## src/rtl/bcd_entry.sv

```systemverilog
// Decimal keypad front end: collects BCD digits and a sign, converts them
// serially to a two's-complement word and offers it over valid/ready.
module bcd_entry #(
    parameter int unsigned NDIG  = 5,
    parameter int unsigned WIDTH = 16
) (
    input  logic             clk,
    input  logic             rst,
    input  logic [3:0]       digit,
    input  logic             digit_stb,
    input  logic             neg_stb,
    input  logic             clear_stb,
    input  logic             enter_stb,
    output logic [WIDTH-1:0] value,
    output logic             value_vld,
    input  logic             value_rdy,
    output logic [3:0]       dig_0,
    output logic [3:0]       dig_1,
    output logic [3:0]       dig_2,
    output logic [3:0]       dig_3,
    output logic [3:0]       dig_4,
    output logic             sign,
    output logic             err,
    output logic             busy
);

    localparam int unsigned ACC_W  = WIDTH + 1;
    localparam int unsigned CNT_W  = $clog2(NDIG + 1);
    localparam int unsigned IDX_W  = (NDIG > 1) ? $clog2(NDIG) : 1;
    localparam int unsigned ECHO_W = 20;

    // Largest magnitudes representable for each sign
    localparam logic [ACC_W-1:0] NEG_MAX = ACC_W'(1) << (WIDTH - 1);
    localparam logic [ACC_W-1:0] POS_MAX = NEG_MAX - ACC_W'(1);

    typedef enum logic [1:0] {
        ST_ENTRY,
        ST_CONV,
        ST_HOLD
    } state_t;

    state_t                     state_q, state_d;
    logic [NDIG-1:0][3:0]       buf_q, buf_d;
    logic [CNT_W-1:0]           cnt_q, cnt_d;
    logic [IDX_W-1:0]           idx_q, idx_d;
    logic [ACC_W-1:0]           acc_q, acc_d;
    logic                       chk_q, chk_d;
    logic                       sign_q, sign_d;
    logic                       err_q, err_d;
    logic [WIDTH-1:0]           value_q, value_d;
    logic                       vld_q, vld_d;
    logic                       busy_q, busy_d;
    logic                       in_range;

    // Sign is kept in display polarity (1 = positive)
    assign in_range = sign_q ? (acc_q <= POS_MAX) : (acc_q <= NEG_MAX);

    always_comb begin
        state_d = state_q;
        buf_d   = buf_q;
        cnt_d   = cnt_q;
        idx_d   = idx_q;
        acc_d   = acc_q;
        chk_d   = chk_q;
        sign_d  = sign_q;
        err_d   = err_q;
        value_d = value_q;
        vld_d   = vld_q;

        unique case (state_q)
            ST_ENTRY: begin
                if (clear_stb) begin
                    buf_d  = '0;
                    cnt_d  = '0;
                    sign_d = 1'b1;
                    err_d  = 1'b0;
                end else if (enter_stb) begin
                    err_d   = 1'b0;
                    acc_d   = '0;
                    idx_d   = IDX_W'(NDIG - 1);
                    chk_d   = 1'b0;
                    state_d = ST_CONV;
                end else if (digit_stb) begin
                    if (digit <= 4'd9 && cnt_q != CNT_W'(NDIG)) begin
                        buf_d = {buf_q[NDIG-2:0], digit};
                        cnt_d = cnt_q + CNT_W'(1);
                    end
                end else if (neg_stb) begin
                    sign_d = ~sign_q;
                end
            end

            ST_CONV: begin
                if (clear_stb) begin
                    state_d = ST_ENTRY;
                    vld_d   = 1'b0;
                    buf_d   = '0;
                    cnt_d   = '0;
                    sign_d  = 1'b1;
                    err_d   = 1'b0;
                end else if (chk_q) begin
                    // Out-of-range keeps buffer and sign so the user can edit
                    if (in_range) begin
                        value_d = sign_q ? acc_q[WIDTH-1:0]
                                         : (~acc_q[WIDTH-1:0]) + WIDTH'(1);
                        vld_d   = 1'b1;
                        state_d = ST_HOLD;
                    end else begin
                        err_d   = 1'b1;
                        state_d = ST_ENTRY;
                    end
                end else begin
                    acc_d = (acc_q << 3) + (acc_q << 1) + ACC_W'(buf_q[idx_q]);
                    if (idx_q == '0) begin
                        chk_d = 1'b1;
                    end else begin
                        idx_d = idx_q - IDX_W'(1);
                    end
                end
            end

            ST_HOLD: begin
                if (clear_stb || value_rdy) begin
                    state_d = ST_ENTRY;
                    vld_d   = 1'b0;
                    buf_d   = '0;
                    cnt_d   = '0;
                    sign_d  = 1'b1;
                    if (clear_stb) begin
                        err_d = 1'b0;
                    end
                end
            end

            default: begin
                state_d = ST_ENTRY;
            end
        endcase

        busy_d = (state_d != ST_ENTRY);
    end

    always_ff @(posedge clk or negedge rst) begin
        if (!rst) begin
            state_q <= ST_ENTRY;
            buf_q   <= '0;
            cnt_q   <= '0;
            idx_q   <= '0;
            acc_q   <= '0;
            chk_q   <= 1'b0;
            sign_q  <= 1'b1;
            err_q   <= 1'b0;
            value_q <= '0;
            vld_q   <= 1'b0;
            busy_q  <= 1'b0;
        end else begin
            state_q <= state_d;
            buf_q   <= buf_d;
            cnt_q   <= cnt_d;
            idx_q   <= idx_d;
            acc_q   <= acc_d;
            chk_q   <= chk_d;
            sign_q  <= sign_d;
            err_q   <= err_d;
            value_q <= value_d;
            vld_q   <= vld_d;
            busy_q  <= busy_d;
        end
    end

    // Echo is a straight view of the buffer registers
    logic [ECHO_W-1:0] echo_w;
    assign echo_w = ECHO_W'(buf_q);

    assign dig_0     = echo_w[3:0];
    assign dig_1     = echo_w[7:4];
    assign dig_2     = echo_w[11:8];
    assign dig_3     = echo_w[15:12];
    assign dig_4     = echo_w[19:16];
    assign sign      = sign_q;
    assign err       = err_q;
    assign busy      = busy_q;
    assign value     = value_q;
    assign value_vld = vld_q;

endmodule

```

## config.mk

```make
export PLATFORM = sky130hd
export DESIGN_NAME = bcd_entry
export DESIGN_NICKNAME = d
export VERILOG_FILES = /design/src/rtl/bcd_entry.sv
export SDC_FILE = /design/constraint.sdc
export NUM_CORES = 1
export LEC_CHECK = 0
export ABC_CLOCK_PERIOD_IN_PS = 5600
export CORE_UTILIZATION = 61
export DETAILED_ROUTE_END_ITERATION = 6
export PLACE_DENSITY = 0.86
export SYNTH_ARGS = -nofsm -noshare
export SYNTH_HDL_FRONTEND = slang
export SYNTH_SLANG_ARGS = --single-unit
```

## constraint.sdc

```tcl
create_clock -name clk -period 5.6 [get_ports clk]
set_input_delay 1.12 -clock clk [delete_from_list [all_inputs] [get_ports clk]]
set_output_delay 1.12 -clock clk [all_outputs]
set_load 0.005 [all_outputs]
```

==> reports/metrics.cfg <==
[synth]
yosysUniqueCellTypes = 54
synth_warnings = 0
ys_async_sr_fraction_pct = 100.0
syn_area_per_cell_sq_um = 8.900
synth-seq-cells = 66
synthFlopType = dfrtp_1
ys_seq_area_share_pct = 37.52
syn_area_sq_um = 4405
netlist_instances = 495
synth_edf_count = 0
synth_nets = 547

[critical_path]
r2r_slack_ps = 2010
cp.required_ps = 5880
path_max_fanout = 11
criticalPathCategory = reg2reg
cp-start-kind = register
worstPathArrival_ps = 3870
cp-end-kind = register

[floorplanning]
start_util_pct = 64.13
dieWidth_um = 86.98
rows = 30
dieHeight_um = 86.98
design.portCount = 51
die_area_sq_um = 7566
core_area_sq_um = 6869

[sta]
final-max-slew-violation-count = 0
hold_violations = 0
setup_viol = 0
rsz0062_at_grt = no
tightest_slew_ps = 820.3
tns_ps = 0
post-route-period-util_pct = 64.13
period_needed_ps = 3591
slew-limit-headroom_pct = 45.32
worst_clock_skew_ps = 10.93
max_freq_mhz = 278.4

[drt]
vias = 3743
wl_um = 9905
drt_iter0_markers = 216
route.detailed.drc = 0
firstDrtPassIters = 4
vias_per_cell = 5.894
post_drt_wl_per_cell_um = 15.60
ant_nets = 0

[clock_tree]
cts_setup_buffers = 0
root_buffer = clkbuf_8
clk_latency_ps = 350
clkTransAtPathRegs_ps = 70
cts_max_path_buffers = 2
cts_hold_buf = 0
postCtsResizedCells = 0
numCtsBuffers = 9
htreeDepth = 3
tritoncts = built
cts_sinks = 66

[finish]
antenna-diode-count = 0
nets = 588
final_cells = 635
num-fill-cells = 504
area_growth_pct = 14.88
drive_gt1_share_pct = 7.792

[placed_design]
place_congestion = 0.9414
portBuffers = 50
dp_hpwl_um = 7141
dp.cells = 621

[global_route]
track_usage_pct = 29.27
grt_pass1_vias = 3641
grt.overflow.total = 0
antenna_found_initial = 0
grt_max_degree = 67
grt_pass1_wl_um = 17150

[status]
status = finished, final reports clean

[power]
p_leak_nw = 2.361
vdd_ir_drop_max_mv = 0.2209
powerDensity_nw_per_um2 = 535.6
power_mw = 2.711

[flow_run]
maxCapViolations = 0

[worst_hold_path]
min_path_type = reg2reg

-- state kept, by name, indices dropped and copies added, names as in the netlist --
signal / cells
acc_q: 17
value: 16
dig_0: 4
dig_1: 4
dig_2: 4
dig_3: 4
dig_4: 4
cnt_q: 3
idx_q: 3
state_q: 2
busy: 1
chk_q: 1
err: 1
sign: 1
value_vld: 1
-- layout make-up --
| type | count | area, sq um | area share, % |
|---|---|---|---|
| well taps | 96 | 120.1 | 2.373 |
| clock buffers | 11 | 141.4 | 2.794 |
| flip-flops and latches | 66 | 1653 | 32.66 |
| clock inverters | 3 | 17.52 | 0.3461 |
| multi-input cells | 386 | 2532 | 50.04 |
| repair buffers | 54 | 525.5 | 10.38 |
| inverters | 19 | 71.32 | 1.409 |
-- placed cells by master (no fill, tap or decap), types with 6 or more instances in the layout --
master,count
nand3_1,26
nand4_1,7
o21ai_1,11
nand2b_1,6
clkbuf_8,10
xnor2_1,20
nand2_1,97
o21ai_0,23
inv_1,19
dfrtp_1,65
nor2_1,23
ha_1,39
nor3_1,9
o21ai_2,14
mux2i_1,8
a21oi_1,38
clkdlybuf4s50_1,49
-- metrics by stage --
stage | util, % | cell area (sq um) | hold slack, ps | setup WS, ps
2_1_floorplan | - | 4405 | 450.9 | 2294
3_3_place_gp | 71.37 | 4902 | 460.4 | 2187
3_5_place_dp | 71.37 | 4902 | 464.2 | 2110
4_1_cts | 73.68 | 5061 | 481.1 | 2069
5_1_grt | 73.68 | 5061 | 493.0 | 1680
6_report | 73.68 | 5061 | 477.5 | 2009
-- cell usage after synthesis, drive strengths merged, types with 2 or more instances --
| master | n | area [sq um] |
|---|---|---|
| nand2 | 97 | 364.1 |
| dfrtp | 65 | 1627 |
| o21ai | 48 | 292.8 |
| a21oi | 39 | 198.9 |
| ha | 39 | 488.0 |
| nand3 | 26 | 130.1 |
| nor2 | 23 | 86.33 |
| xnor2 | 20 | 175.2 |
| inv | 19 | 71.32 |
| buf | 13 | 107.6 |
| clkbuf | 11 | 41.29 |
| nor3 | 10 | 55.05 |
| mux2i | 8 | 80.08 |
| nand4 | 8 | 65.06 |
| nand2b | 6 | 37.54 |
| a211oi | 5 | 37.54 |
| a21o | 5 | 37.54 |
| a31oi | 5 | 46.29 |
| xor2 | 5 | 43.79 |
| o22ai | 4 | 25.02 |
| o31ai | 4 | 43.79 |
| and3 | 3 | 18.77 |
| nand3b | 3 | 22.52 |
| nor2b | 3 | 18.77 |
| nor4 | 3 | 33.78 |
| o41ai | 3 | 26.28 |
| fa | 2 | 40.04 |
| mux2 | 2 | 26.27 |
| nand4b | 2 | 17.52 |
-- metal layers --
metal  part of all wire (%)  wire, um  track usage [%]
met1                     44      4326            38.14
met4                    1.6       155            10.30
met2                     49      4847            48.17
met5                      0         0                0
met3                    5.8       577            6.351
-- worst paths after layout --
check                      cells past startpoint         to       from
setup / recovery                              14  acc_q[16]   idx_q[0]
setup reg to reg                              14  acc_q[16]   idx_q[0]
min in group asynchronous                      2  value[11]        rst
hold reg to reg                                2  value[11]  value[11]
max in group asynchronous                      2   dig_3[2]        rst
hold / removal                                 2  value[11]  value[11]
-- logic make-up (layout without fill, tap and decap cells) --
| kind of cell | count (synthesis) | count (layout) | share of synthesized area (%) |
|---|---|---|---|
| AND/OR/NAND/NOR | 187 | 187 | 19.74 |
| AO/OA/AOI/OAI | 122 | 122 | 17.86 |
| flip-flops | 66 | 66 | 37.52 |
| buffers and inverters | 43 | 87 | 4.999 |
| adder cells (fa/ha/maj) | 41 | 41 | 11.99 |
| XOR/XNOR | 25 | 25 | 4.970 |
| multiplexers | 11 | 11 | 2.925 |
-- report_power, final --
group | total (mW) | internal [mW] | switching, mW | leakage, nW
combinational | 1.47 | 0.627 | 0.842 | 1.38
clock | 0.350 | 0.166 | 0.184 | 0.0810
sequential | 0.892 | 0.628 | 0.263 | 0.898
total | 2.71 | 1.42 | 1.29 | 2.36
-- worst max-delay path, cell delays in order, from the launching register on --
cell       delay, ps
dfrtp_1          610
inv_1            170
nor2_1           200
nand2_1           80
o21ai_0           90
a21oi_1          110
fa_1             500
inv_1             70
fa_1             470
a211oi_1         320
nor2_1           120
o2111ai_1        260
a21oi_1          120
mux2_2           290
o21ai_2          100
Power figures use the tool's default switching activity.
